$ cat src/rtl/bits2bytes_pkg.sv
// Shared types and helpers for the bits2bytes_packer slice.
// The chunk-count helper is also used by the testbench so both sides agree on the word shape.
package bits2bytes_pkg;

    typedef enum logic [1:0] {IDLE, FILL, EMIT} b2b_state_e;

    function automatic int chunks(input int n_bytes, input int in_bits);
        return (n_bytes * 8) / in_bits;
    endfunction

endpackage

$ cat src/rtl/bits2bytes_packer_if.sv
// Chunk-input / word-output handshake bundle for bits2bytes_packer.
// in_last and out_last exist only when BITS2BYTES_PACKER_LAST_EN is defined.
interface bits2bytes_packer_if #(
    parameter int N_BYTES = 4,
    parameter int IN_BITS = 8
);
    logic                    in_valid;
    logic                    in_ready;
    logic [IN_BITS-1:0]      in_bits;
    logic                    out_valid;
    logic                    out_ready;
    logic [N_BYTES-1:0][7:0] out_bytes;
    logic                    busy;
`ifdef BITS2BYTES_PACKER_LAST_EN
    logic                    in_last;
    logic                    out_last;

    modport master (
        output in_valid, in_bits, in_last, out_ready,
        input  in_ready, out_valid, out_bytes, out_last, busy
    );

    modport slave (
        input  in_valid, in_bits, in_last, out_ready,
        output in_ready, out_valid, out_bytes, out_last, busy
    );
`else
    modport master (
        output in_valid, in_bits, out_ready,
        input  in_ready, out_valid, out_bytes, busy
    );

    modport slave (
        input  in_valid, in_bits, out_ready,
        output in_ready, out_valid, out_bytes, busy
    );
`endif
endinterface

$ cat src/rtl/bits2bytes.sv
// Combinational view of a flat N_BYTES*8-bit word as a byte array; byte i = bits [i*8 +: 8].
module bits2bytes #(
    parameter int N_BYTES = 4
) (
    input  logic [N_BYTES*8-1:0]    bits_i,
    output logic [N_BYTES-1:0][7:0] bytes_o
);

    for (genvar i = 0; i < N_BYTES; i++) begin : g_byte
        assign bytes_o[i] = bits_i[i*8 +: 8];
    end

endmodule

$ cat src/rtl/bits2bytes_packer.sv
// Accumulates IN_BITS chunks LSB-first into an N_BYTES word and offers it as a byte array.
// Optional early word termination via in_last/out_last when BITS2BYTES_PACKER_LAST_EN is defined.
module bits2bytes_packer
    import bits2bytes_pkg::*;
#(
    parameter int N_BYTES = 4,
    parameter int IN_BITS = 8
) (
    input logic                clk,
    input logic                rst,
    bits2bytes_packer_if.slave bus
);

    localparam int W_BITS = N_BYTES * 8;
    localparam int CHUNKS = chunks(N_BYTES, IN_BITS);
    localparam int CNT_W  = (CHUNKS > 1) ? $clog2(CHUNKS) : 1;

    if ((W_BITS % IN_BITS) != 0) begin : g_bad_cfg
        $fatal(1, "bits2bytes_packer: IN_BITS (%0d) must divide N_BYTES*8 (%0d)", IN_BITS, W_BITS);
    end

    b2b_state_e              state_q, state_d;
    logic [CNT_W-1:0]        cnt_q, cnt_d;
    logic [W_BITS-1:0]       buf_q, buf_d;
    logic [N_BYTES-1:0][7:0] word_bytes;
    logic                    accept;
    logic                    close_word;
`ifdef BITS2BYTES_PACKER_LAST_EN
    logic                    last_q, last_d;
`endif

    always_ff @(posedge clk or posedge rst) begin
        if (rst) begin
            state_q <= IDLE;
            cnt_q   <= '0;
            buf_q   <= '0;
`ifdef BITS2BYTES_PACKER_LAST_EN
            last_q  <= 1'b0;
`endif
        end else begin
            state_q <= state_d;
            cnt_q   <= cnt_d;
            buf_q   <= buf_d;
`ifdef BITS2BYTES_PACKER_LAST_EN
            last_q  <= last_d;
`endif
        end
    end

    // The counter stays on the closing chunk while in EMIT; the handshake clears it with the buffer.
    always_comb begin
        state_d = state_q;
        cnt_d   = cnt_q;
        buf_d   = buf_q;
        accept  = bus.in_valid && (state_q != EMIT);
`ifdef BITS2BYTES_PACKER_LAST_EN
        last_d     = last_q;
        close_word = (cnt_q == CNT_W'(CHUNKS - 1)) || bus.in_last;
`else
        close_word = (cnt_q == CNT_W'(CHUNKS - 1));
`endif
        case (state_q)
            IDLE, FILL: begin
                if (accept) begin
                    buf_d[cnt_q*IN_BITS +: IN_BITS] = bus.in_bits;
                    if (close_word) begin
                        state_d = EMIT;
`ifdef BITS2BYTES_PACKER_LAST_EN
                        last_d  = bus.in_last;
`endif
                    end else begin
                        state_d = FILL;
                        cnt_d   = cnt_q + 1'b1;
                    end
                end
            end
            EMIT: begin
                if (bus.out_ready) begin
                    state_d = IDLE;
                    cnt_d   = '0;
                    buf_d   = '0;
`ifdef BITS2BYTES_PACKER_LAST_EN
                    last_d  = 1'b0;
`endif
                end
            end
            default: state_d = IDLE;
        endcase
    end

    bits2bytes #(
        .N_BYTES (N_BYTES)
    ) u_bits2bytes (
        .bits_i  (buf_q),
        .bytes_o (word_bytes)
    );

    // in_ready is forced low while reset is asserted so no chunk is offered into a clearing packer.
    always_comb begin
        bus.in_ready  = !rst && (state_q != EMIT);
        bus.out_valid = (state_q == EMIT);
        bus.busy      = (state_q != IDLE);
        bus.out_bytes = word_bytes;
`ifdef BITS2BYTES_PACKER_LAST_EN
        bus.out_last  = last_q;
`endif
    end

endmodule

$ cat src/flat_wrapper.sv
// flat-port wrapper written by rule: the top's interface ports become plain ports
module bits2bytes_packer_flat import bits2bytes_pkg::*;
#(
    parameter int N_BYTES = 4,
    parameter int IN_BITS = 8
)
  (clk, rst, bus_in_valid, bus_in_bits, bus_out_ready, bus_in_ready, bus_out_valid, bus_out_bytes, bus_busy);
  bits2bytes_packer_if #(.N_BYTES(N_BYTES), .IN_BITS(IN_BITS)) bus_i ();
  input logic clk;
  input logic rst;
  input wire logic [$bits(bus_i.in_valid)-1:0] bus_in_valid;
  input wire logic [$bits(bus_i.in_bits)-1:0] bus_in_bits;
  input wire logic [$bits(bus_i.out_ready)-1:0] bus_out_ready;
  output wire logic [$bits(bus_i.in_ready)-1:0] bus_in_ready;
  output wire logic [$bits(bus_i.out_valid)-1:0] bus_out_valid;
  output wire logic [$bits(bus_i.out_bytes)-1:0] bus_out_bytes;
  output wire logic [$bits(bus_i.busy)-1:0] bus_busy;
  assign bus_i.in_valid = bus_in_valid;
  assign bus_i.in_bits = bus_in_bits;
  assign bus_i.out_ready = bus_out_ready;
  assign bus_in_ready = bus_i.in_ready;
  assign bus_out_valid = bus_i.out_valid;
  assign bus_out_bytes = bus_i.out_bytes;
  assign bus_busy = bus_i.busy;
  bits2bytes_packer #(.N_BYTES(N_BYTES), .IN_BITS(IN_BITS)) u_core (.clk(clk), .rst(rst), .bus(bus_i));
endmodule
$ cat config.mk
export PLATFORM = sky130hd
export DESIGN_NAME = bits2bytes_packer_flat
export DESIGN_NICKNAME = d
export VERILOG_FILES = /design/src/rtl/bits2bytes_pkg.sv /design/src/rtl/bits2bytes_packer_if.sv /design/src/rtl/bits2bytes.sv /design/src/rtl/bits2bytes_packer.sv /design/src/flat_wrapper.sv
export SDC_FILE = /design/constraint.sdc
export NUM_CORES = 1
export LEC_CHECK = 0
export BUFFER_PORTS_ARGS = -buffer_cell sky130_fd_sc_hd__buf_2
export CAP_MARGIN = 20
export CORE_UTILIZATION = 35
export CTS_CLUSTER_SIZE = 30
export DETAILED_ROUTE_END_ITERATION = 8
export SYNTH_ARGS = -nofsm -noshare
export SYNTH_HDL_FRONTEND = slang
export SYNTH_HIERARCHICAL = 1
export SYNTH_SLANG_ARGS = --single-unit
export TNS_END_PERCENT = 100
$ cat constraint.sdc
create_clock -name clk -period 2.55 [get_ports clk]
set_input_delay 0.255 -clock clk [delete_from_list [all_inputs] [get_ports clk]]
set_output_delay 0.255 -clock clk [all_outputs]
set_load 0.01 [all_outputs]
[Word level (Yosys, flattened, before mapping)]
Index checks and enable logic that the tools add are counted.
Cells by class
  mux-type cells: 11
  add/sub/neg operators: 2
  reduce and logical (&&, ||, !) cells: 10
  shift operators: 2
  eq/ne operators: 7
Operators with widths (number)
  32-bit two-way mux: 2
  32-bit one-hot mux with 2 select lines: 1
  5-bit negator with 34-bit output: 1
  8-bit by 34-bit variable shift with 32-bit output, first input constant: 1
  8-bit by 34-bit variable part select with 32-bit output: 1
  32-bit bitwise mux: 1
  2-bit two-way mux: 5
  2-bit one-hot mux with 2 select lines: 2
  2-bit != test, second input constant: 3
  2-bit == test, second input constant: 2
  4-bit AND reduction: 1
  2-bit nonzero test: 2
  3-bit AND reduction: 1
  2-bit by 1-bit adder with 2-bit output, second input constant: 1
  2-bit by 1-bit == test with 1-bit output, second input constant: 1
  1-bit logical AND: 2
  2-bit zero test: 1
  2-bit by 1-bit != test with 1-bit output, second input constant: 1
  2-bit AND reduction: 1
  2-bit OR reduction: 1
  1-bit zero test: 1
Word-level totals
  logic and storage cells: 35
  output and inout port bits: 35
  bits in registers: 36
  input port bits: 12

[Depth between registers and ports, before layout]
  word-level depth: 5
  gate-level depth with buffers: 9
  depth with buffers taken out: 5

[Modules after synthesis]
Netlist, hierarchy kept.
By module, submodules not included
  bits2bytes_packer: seq. area each 900.9 µm², times used 1, cells each 176, area each 1933.1 µm²
  bits2bytes: seq. area each 0.0 µm², times used 1, cells each 32, area each 240.2 µm²

[Worst setup path before layout]
Ideal clock, no wire load.
  path kind: register -> register
  from: reg u_core.cnt_q[0]
  to: reg u_core.buf_q[16]
  library setup time: 110 ps
  path buffers: 4
  slack: 381 ps
  required time: 2440 ps
  clock period less this slack: 2169 ps
  arrival: 2059 ps
  cell stages (with the launch flop): 9
  cell sequence: dfrtp_1 -> buf_2 -> buf_1 -> inv_1 -> ha_1 -> buf_6 -> nand3b_2 -> buf_2 -> o41ai_1
On the way
  word-level cells in the longest chain between the ends: 5
  elaborated cells between the ends (all ways): 6
  those cells by class: add/sub: 1; shift: 2; mux: 3
RTL lines
  start, declared: RTL line bits2bytes_packer.sv:23  | logic [CNT_W-1:0] cnt_q, cnt_d;
  start signal, assigned: RTL line bits2bytes_packer.sv:42  | cnt_q <= cnt_d;
  5-bit negator with 34-bit output (*): RTL line bits2bytes_packer.sv:65  | buf_d[cnt_q*IN_BITS +: IN_BITS] = bus.in_bits;
  8-bit by 34-bit variable part select with 32-bit output or 8-bit by 34-bit variable shift with 32-bit output (tied branches): RTL line bits2bytes_packer.sv:65
  32-bit bitwise mux (*): RTL line bits2bytes_packer.sv:65
  32-bit two-way mux (*): RTL line bits2bytes_packer.sv:64  | if (accept) begin
  32-bit one-hot mux with 2 select lines (*): RTL line bits2bytes_packer.sv:62  | case (state_q)
  end signal, assigned: RTL line bits2bytes_packer.sv:43  | buf_q <= buf_d;
  end, declared: RTL line bits2bytes_packer.sv:24  | logic [W_BITS-1:0] buf_q, buf_d;
Every way passes the cells marked *; elsewhere a longest branch is shown, timed or not. The select of a mux whose other input is x is not followed.
A chain may end at the register's enable or synchronous reset.

[Worst setup path after layout]
Ends and elaborated chain as after synthesis.

==> impl_metrics.yaml <==
setup_path:
  worstPathCellList: "inv_1, ha_1, nand3b_2, o41ai_1"
  crit_fanout: 16
  critPathMaxStageDelay_ns: 0.55
  r2r_start: "u_core/cnt_q[0]"
  crit_required_ns: 2.73
  start_kind: "flop"
  rrSetupSlack_ns: 0.49
  crit_path_start: "u_core/cnt_q[0]"
  cp_slowest_cell: "dfrtp_1"
  cp-end-kind: "flop"
  cp.arrival_ns: 2.24
  critPathKind: "reg2reg"
route:
  routed_wl_um: 4560
  ant_nets: 0
  detail_route.wl_per_cell_um: 15.9
  drt_iter0_markers: 100
  via_per_inst: 5.29
  vias: 1519
  first_pass_iters: 4
  drcViolationCount: 0
finish:
  antennaDiodeCount: 0
  final_net_count: 232
  synthToLayoutAreaGrowth_pct: 3.05
  finalCoreUtilization: 0.376
  drive_gt1_frac: 0.373
pwr:
  p_sw_frac: 0.418
  p_total_mw: 2.24
  internal_power_mw: 1.30
  leakage_nw: 1.10
  comb_power_share: 0.468
  ir_worst_vdd_mv: 0.416
  seqPwrFrac: 0.373
  p_sw_mw: 0.937
  p_per_area_nw_per_um2: 1000
  clkPwrFrac: 0.160
sta:
  slew_viol_final: 0
  skew_ns: 0.00273
  relSlewSlack: 0.570
  rsz0062_at_grt: "false"
  fin_crit_sh: 0.808
  hold_viol: 0
  period_needed_ns: 2.06
  setup_violations: 0
  tns_ns: 0
  clock.fmax_ghz: 0.485
  max_slew.worst_pin.slew_ns: 0.645
floorplanning:
  boundaryPins: 47
  dieArea_sq_um: 6530
  rows: 28
  design.core.area_sq_um: 5960
  die_x_um: 80.8
  die_h_um: 80.8
  initial_core_util: 0.365
global_route:
  grt_max_degree: 21
  antenna_found_initial: 0
  grt_usage: 0.156
  grt_pass1_vias: 1523
  grt_pass1_wl_um: 7580
  grt-ovfl-total: 0
synth:
  synth_warnings: 6
  synth_fp_nets: 226
  syn_area_sq_um: 2170
  synth_top_family_by_area: "simple AND/OR/NAND/NOR gates"
  synth_xor_area_frac: 0
  synth_edf_count: 0
  synth_compound_area_frac: 0.0973
  syn_area_per_cell_sq_um: 10.4
  synth_top_area_cell: "dfrtp_1"
  synth_ff_type: "dfrtp_1"
  synth_cells: 208
  synth_most_common_cell: "dfrtp_1"
  synth_fa_ha_area_frac: 0.0345
  yosys.area_share.simple: 0.197
  synth_mux_area_frac: 0.0875
  synth_seq_cells: 36
  synth_cell_types: 33
  yosys-top-cells-count: "36 x dfrtp_1, 33 x buf_4, 24 x nand3_1"
  synth_top_area_share: 0.415
  ys_top_cells_by_area: "dfrtp_1 41%, buf_4 11%, mux2_2 8.3%"
  async_reset_ff_frac: 1.00
  seq_area_frac_synth: 0.415
clocking:
  cts_tree: "built"
  cts_root_buf: "clkbuf_8"
  htreeDepth: 2
  cts_setup_buffers: 0
  ctsHoldBuffers: 0
  cts_made_buffers: 5
  ctsLongestPathBuffers: 2
  clk_latency_ns: 0.28
  cts_resized: 0
  clk_pin_slew_worst_paths_ns: 0.06
  cts_sinks: 36
placed_design:
  portBuffers: 46
  place_hpwl_um: 3280
  place_congestion: 0.805
status:
  status: "complete, no violations"
job:
  maxCapViolCount: 0
worst_hold_path:
  hp-class: "in2async"
stage by stage:
step                std cells  area, sq um  hold slack, ns  worst slack, ns
floorplan                 208         2170           0.364            0.381
global placement          282         2170           0.397            0.605
detailed placement        282         2170           0.392            0.487
CTS                       287         2240          0.0823            0.492
global route              287         2240           0.127            0.288
finish                    287         2240          0.0717            0.489
cell families after synthesis:
| kind of cell | Yosys count |
|---|---|
| AO/OA/AOI/OAI | 24 |
| AND/OR/NAND/NOR | 70 |
| multiplexers | 17 |
| flip-flops | 36 |
| adder cells (fa/ha/maj) | 6 |
| buffers and inverters | 55 |
path summary, 6_finish.rpt:
check / end / depth (start not counted)
max: u_core/buf_q[16] / 4
min: u_core/cnt_q[0] / 2
max reg2reg: u_core/buf_q[16] / 4
min reg2reg: u_core/buf_q[19] / 2
max in group asynchronous: u_core/state_q[1] / 3
min in group clk: u_core/buf_q[17] / 3
cell usage in the layout (no fill, tap or decap):
| cell | n |
|---|---|
| nand2_1 | 17 |
| a32o_1 | 1 |
| nand2b_4 | 1 |
| mux2i_1 | 1 |
| inv_1 | 4 |
| nor2b_1 | 1 |
| buf_4 | 3 |
| inv_2 | 1 |
| o21ai_0 | 1 |
| a32oi_4 | 1 |
| o2bb2ai_1 | 2 |
| o22ai_1 | 1 |
| nand3b_2 | 2 |
| clkbuf_8 | 5 |
| nor4b_1 | 8 |
| a21boi_0 | 1 |
| mux2_2 | 16 |
| and2_4 | 1 |
| nand3b_4 | 2 |
| nor2_1 | 2 |
| nand3_1 | 24 |
| ha_1 | 6 |
| o41ai_1 | 8 |
| dfrtp_1 | 36 |
| buf_2 | 46 |
| o31ai_1 | 8 |
| nor4_1 | 8 |
| nand2b_1 | 2 |
| or2_2 | 1 |
| a22oi_1 | 1 |
| and2_1 | 1 |
power by group through the flow:
stage	logic, mW	registers [mW]	clock network [mW]
2_1_floorplan	1.02	0.796	0
3_3_place_gp	1.04	0.843	0
3_5_place_dp	1.05	0.847	0
4_1_cts	1.05	0.838	0.371
5_1_grt	1.17	0.861	0.395
6_report	1.05	0.835	0.358
final cells by class:
| type | count | area (sq um) |
|---|---|---|
| sequential | 36 | 901 |
| fill | 632 | 3720 |
| tap | 75 | 93.8 |
| multi-input combinational | 117 | 905 |
| clock buffer | 5 | 68.8 |
| inverter | 5 | 18.8 |
| timing repair buffer | 49 | 253 |
layer usage:
layer / global-route usage / routed length (um) / up-vias
met5: 0 / 0 / -
met4: 0.0554 / 55 / 0
met3: 0.0326 / 318 / 5
met2: 0.241 / 2020 / 58
met1: 0.214 / 2160 / 732
li1: - / - / 724
critical path: cells and delay by family (launching register included):
kind,cells,cell delay [ns]
flops,1,0.55
buf+inv,1,0.17
fa+ha+maj,1,0.33
compound gates,1,0.43
simple gates,1,0.46
sequential cells by signal, indices dropped and copies added, names as in the netlist:
signal	count
u_core/buf_q	32
u_core/cnt_q	2
u_core/state_q	2
Power figures use the tool's default switching activity.
